===== src/rtl/cv32e40x_clmul_unit.sv =====
// Multi-cycle Zbc carry-less multiply unit (clmul/clmulh/clmulr).
// Iterates BITS_PER_CYCLE multiplier bits per clock and holds the result until accepted.
module cv32e40x_clmul_unit #(
   parameter int unsigned BITS_PER_CYCLE = 4
) (
   input  logic        clk,
   input  logic        rst,
   input  logic        valid_i,
   output logic        ready_o,
   input  logic [1:0]  op_i,
   input  logic [31:0] op_a_i,
   input  logic [31:0] op_b_i,
   input  logic        kill_i,
   output logic        valid_o,
   input  logic        ready_i,
   output logic [31:0] result_o
);

   localparam int unsigned NumIter = 32 / BITS_PER_CYCLE;
   localparam int unsigned CntW    = (NumIter > 1) ? $clog2(NumIter) : 1;
   localparam logic [CntW-1:0] CntLast = CntW'(NumIter - 1);

   typedef enum logic [1:0] {
      StIdle,
      StCalc,
      StDone
   } state_e;

   state_e            r_state;
   state_e            w_state_next;
   logic [1:0]        r_op;
   logic [31:0]       r_a;
   logic [31:0]       r_b;
   logic [63:0]       r_acc;
   logic [CntW-1:0]   r_cnt;
   logic [31:0]       r_result;

   logic [63:0]       w_acc_next;
   logic [63:0]       w_a_ext;
   logic [5:0]        w_base;
   logic [31:0]       w_result_sel;
   logic              w_accept;
   logic              w_last;

   assign w_a_ext  = {32'h0, r_a};
   assign w_base   = 6'(r_cnt) * 6'(BITS_PER_CYCLE);
   assign w_last   = (r_cnt == CntLast);
   assign w_accept = (r_state == StIdle) && valid_i && !kill_i;
   assign result_o = r_result;

   // All partial products of this slice of the multiplier are folded in one cycle.
   always_comb begin
      w_acc_next = r_acc;
      for (int j = 0; j < int'(BITS_PER_CYCLE); j++) begin
         if (r_b[5'(w_base + 6'(j))]) begin
            w_acc_next = w_acc_next ^ (w_a_ext << (w_base + 6'(j)));
         end
      end
   end

   // Reserved encoding 2'b11 falls through to plain clmul.
   always_comb begin
      w_result_sel = w_acc_next[31:0];
      case (r_op)
         2'b01:   w_result_sel = w_acc_next[63:32];
         2'b10:   w_result_sel = w_acc_next[62:31];
         default: w_result_sel = w_acc_next[31:0];
      endcase
   end

   always_comb begin
      w_state_next = r_state;
      ready_o      = 1'b0;
      valid_o      = 1'b0;
      case (r_state)
         StIdle: begin
            ready_o = 1'b1;
            if (valid_i && !kill_i) begin
               w_state_next = StCalc;
            end
         end
         StCalc: begin
            if (kill_i) begin
               w_state_next = StIdle;
            end else if (w_last) begin
               w_state_next = StDone;
            end
         end
         StDone: begin
            valid_o = 1'b1;
            if (kill_i || ready_i) begin
               w_state_next = StIdle;
            end
         end
         default: w_state_next = StIdle;
      endcase
   end

   always_ff @(posedge clk or posedge rst) begin
      if (rst) begin
         r_state  <= StIdle;
         r_op     <= 2'b00;
         r_a      <= 32'h0;
         r_b      <= 32'h0;
         r_acc    <= 64'h0;
         r_cnt    <= '0;
         r_result <= 32'h0;
      end else begin
         r_state <= w_state_next;
         if (w_accept) begin
            r_op  <= op_i;
            r_a   <= op_a_i;
            r_b   <= op_b_i;
            r_acc <= 64'h0;
            r_cnt <= '0;
         end else if (r_state == StCalc) begin
            if (kill_i) begin
               r_acc <= 64'h0;
               r_cnt <= '0;
            end else begin
               r_acc <= w_acc_next;
               r_cnt <= r_cnt + CntW'(1);
               if (w_last) begin
                  r_result <= w_result_sel;
               end
            end
         end
      end
   end

   a_valid_ready_excl: assert property (@(posedge clk) disable iff (rst)
      !(valid_o && ready_o));

   a_cnt_in_range: assert property (@(posedge clk) disable iff (rst)
      (r_state == StCalc) |-> (int'(r_cnt) < int'(NumIter)));

   a_result_stable: assert property (@(posedge clk) disable iff (rst)
      (valid_o && !ready_i) |=> $stable(result_o));

endmodule


===== config.mk =====
export PLATFORM = sky130hd
export DESIGN_NAME = cv32e40x_clmul_unit
export DESIGN_NICKNAME = d
export VERILOG_FILES = /design/src/rtl/cv32e40x_clmul_unit.sv
export SDC_FILE = /design/constraint.sdc
export NUM_CORES = 1
export LEC_CHECK = 0
export CORE_ASPECT_RATIO = 1.2
export CORE_MARGIN = 10
export CORE_UTILIZATION = 45
export DETAILED_ROUTE_END_ITERATION = 8
export GPL_ROUTABILITY_DRIVEN = 1
export GPL_TIMING_DRIVEN = 1
export PLACE_DENSITY = 0.67
export SLEW_MARGIN = 20
export SYNTH_ARGS = -nofsm -noshare
export SYNTH_HDL_FRONTEND = slang
export SYNTH_SLANG_ARGS = --single-unit
export TNS_END_PERCENT = 20

===== constraint.sdc =====
create_clock -name clk -period 6 [get_ports clk]
set_input_delay 1.5 -clock clk [delete_from_list [all_inputs] [get_ports clk]]
set_output_delay 1.5 -clock clk [all_outputs]
set_load 0.01 [all_outputs]

==> results.toml <==
[synthesis]
synth_seq_cells = 166
synth.lib_cells_used.distinct = 80
synth_edf_count = 0
yosysWarnings = 0
syn-mean-instance-area_um2 = 9.33
yosys-top-cells-count = "nand2_1, dfrtp_1, xnor2_1"
ys_seq_area_share_pct = 31.0
synth_top_area_share_pct = 31.0
syn_inst = 1435
synth_ff_type = "dfrtp_1"
async_flop_share_pct = 100
ys_top_cells_by_area = "dfrtp_1, xnor2_1, mux2_2"
netlist_area_um2 = 13400
synth_nets = 1510
synth.most_common_cell = "nand2_1"
synth_top_area_cell = "dfrtp_1"

[sta]
rsz0062_at_grt = "no"
finalCriticalPeriod_ns = 3.90
finalSetupViolCount = 0
maxSlewViolCount = 0
clock_skew_ns = 0.0105
tightest_slew_ns = 1.13
fmax_mhz = 256
finalSetupTns_ns = 0
finalCritPeriodShare_pct = 65.0
holdWs_ns = 0.488
hold_viol_final = 0
slew_headroom_pct = 24.7

[power_and_ir_drop]
clockPowerShare_pct = 18.2
p_per_area_nw_per_um2 = 406
swShare_pct = 46.6
seq_power_share_pct = 27.3
peakVddDrop_mv = 0.184
switching_power_mw = 2.83
power.total_mw = 6.06
share_comb_of_total_power_pct = 54.5
leakage_nw = 5.75
power.internal_mw = 3.24

[layout]
layout.nets = 1524
syn2layout_area_growth_pct = 11.6
layout-drive-gt1-share_pct = 13.7
antenna_cells = 0

[global_route]
grt_pass1_vias = 11300
grt_max_degree = 91
track_usage_pct = 24.3
grt_first_pass_wirelength_mm = 69.9
grt-ovfl-total = 0
grt_antenna_before_repair = 2

[setup_path]
critPathBufInv = 1
end_kind = "register"
cpMaxStageDelayCell = "mux4_2"
cp_common_cell = "xor2_1"
cp_data_required_time_ns = 6.33
critical-path-max-stage-delay_ns = 0.76
start_kind = "register"
critPathMaxFanout = 44
crit_type = "reg2reg"
path_cells = "buf_4 -> mux4_2 -> nand2_1 -> xor2_1 -> xnor2_1 -> nor3_1 -> xor2_1 -> a221oi_1 -> a21oi_1"
arrival_ns = 4.23
cpLargestDelayFamily = "multiplexers"

[clock_network]
cts_buffer_depth = 2
postCtsResizedCells = 0
htree_levels = 4
hold_buffers = 0
root_buffer = "clkbuf_16"
cts_sinks = 166
cts_tree = "done"
post-cts-setup-buffers = 0
numCtsBuffers = 17
insertion_delay_ns = 0.45
clk_pin_slew_worst_paths_ns = 0.07

[routing]
drtIter0Drc = 1738
drcViolationCount = 0
firstDrtPassIters = 6
ant_nets = 0
routedWlPerCell_um = 24.7
vias = 11800
viasPerCell = 6.38
wl_mm = 45.7

[placement]
place.gp.congestion = 1.02
dp_hpwl_mm = 32.4
port_buffers = 104

[run]
cap_violations = 0

[floorplan]
die_area_um2 = 37100
fp.dieH_um = 209
dieWidth_um = 177
rows = 69
initial_core_util_pct = 45.4
ios = 105
coreArea_um2 = 29500

[min_path]
hold_class = "reg2reg"

[outcome]
outcome = "completed"
==> power groups by stage <==
stage	registers [mW]	logic, mW	clock network (mW)
2_1_floorplan	1.47	2.52	0
3_3_place_gp	1.65	3.18	0
3_5_place_dp	1.66	3.21	0
4_1_cts	1.64	3.22	1.12
5_1_grt	1.68	3.50	1.16
6_report	1.66	3.30	1.11
==> worst register-to-register path, stage by stage, from the launching register on <==
cell	delay (ns)
dfrtp_4	0.75
buf_4	0.61
mux4_2	0.77
nand2_1	0.14
xor2_1	0.18
xnor2_1	0.13
nor3_1	0.59
xor2_1	0.15
a221oi_1	0.36
a21oi_1	0.11
==> path summary, 6_finish.rpt <==
kind	start	end	slack, ns	cells past startpoint
max in group asynchronous	rst	r_acc[43]$_DFFE_PP0P_	3.50	3
setup reg to reg	r_cnt[1]$_DFFE_PP0P_	result_o[7]$_DFFE_PP0P_	2.10	9
hold reg to reg	result_o[31]$_DFFE_PP0P_	result_o[31]$_DFFE_PP0P_	0.49	2
min in group asynchronous	rst	r_b[29]$_DFFE_PP0P_	1.56	2
setup / recovery	r_cnt[1]$_DFFE_PP0P_	result_o[7]$_DFFE_PP0P_	2.10	9
hold / removal	result_o[31]$_DFFE_PP0P_	result_o[31]$_DFFE_PP0P_	0.49	2
==> metrics by stage <==
step	setup WS [ns]	util [%]	area [um^2]	cells
after floorplan	0.00997	-	13400	1435
after global placement	2.22	48.6	14400	1820
after detailed placement	2.16	48.7	14400	1820
after CTS	2.22	50.6	14900	1852
after global routing	1.95	50.6	14900	1852
final	2.10	50.6	14900	1852
==> metal layers <==
metal	GRT usage, %	vias up	wire, um	part of all wire (%)
met1	33.8	5753	19300	42
met4	11.2	4	1950	4.3
li1	-	5225	-	-
met2	35.6	696	20100	44
met3	4.78	129	4320	9.4
met5	0	-	19	0.042
==> logic make-up (layout without fill, tap and decap cells) <==
| family | count (synthesis) | after routing | synth area share (%) |
|---|---|---|---|
| AOI/OAI and AO/OA | 355 | 355 | 18.9 |
| xor gates and xnor gates | 212 | 212 | 15.2 |
| adders and majority gates | 4 | 4 | 0.374 |
| buffers and inverters | 136 | 163 | 5.68 |
| DFF | 166 | 166 | 31.0 |
| muxes | 151 | 151 | 15.3 |
| and+or+nand+nor | 411 | 411 | 13.5 |
==> area by class of cell <==
cell class                      count  area (um^2)
Inverter                           12         50.0
Multi-Input combinational cell   1133         8500
Fill cell                        2766        14600
Clock inverter                     14          145
Clock buffer                       18          429
Tap cell                          390          488
Sequential cell                   166         4170
Timing Repair Buffer              119         1170
==> sequential cells by signal, indices dropped and copies added, names as in the netlist <==
register,flops
r_b,32
r_cnt,3
r_state,2
r_op,2
r_a,32
r_acc,63
result_o,32
==> layout by cell type, fill, tap and decap left out, types with 6 or more instances in the layout <==
master             n
inv_1             10
o21a_1             7
mux2_2            85
mux2i_1           24
nand3_1           81
o31ai_1           34
a31oi_1           10
a211oi_1          12
buf_4             14
nand2_1          212
a22o_1            34
a22oi_1            8
clkdlybuf4s50_1  104
nor3_1             6
o22ai_1           21
xnor2_1          132
o211ai_1          10
a21oi_1           46
nor2_1            63
o21ai_1           16
a32oi_1           19
o2bb2ai_1          6
and3_1            13
o21ai_0           72
nor2b_1           10
a221oi_1          12
clkbuf_16         17
xor2_1            67
xnor3_1           11
mux4_2            27
dfrtp_1          163
Power figures use the tool's default switching activity.
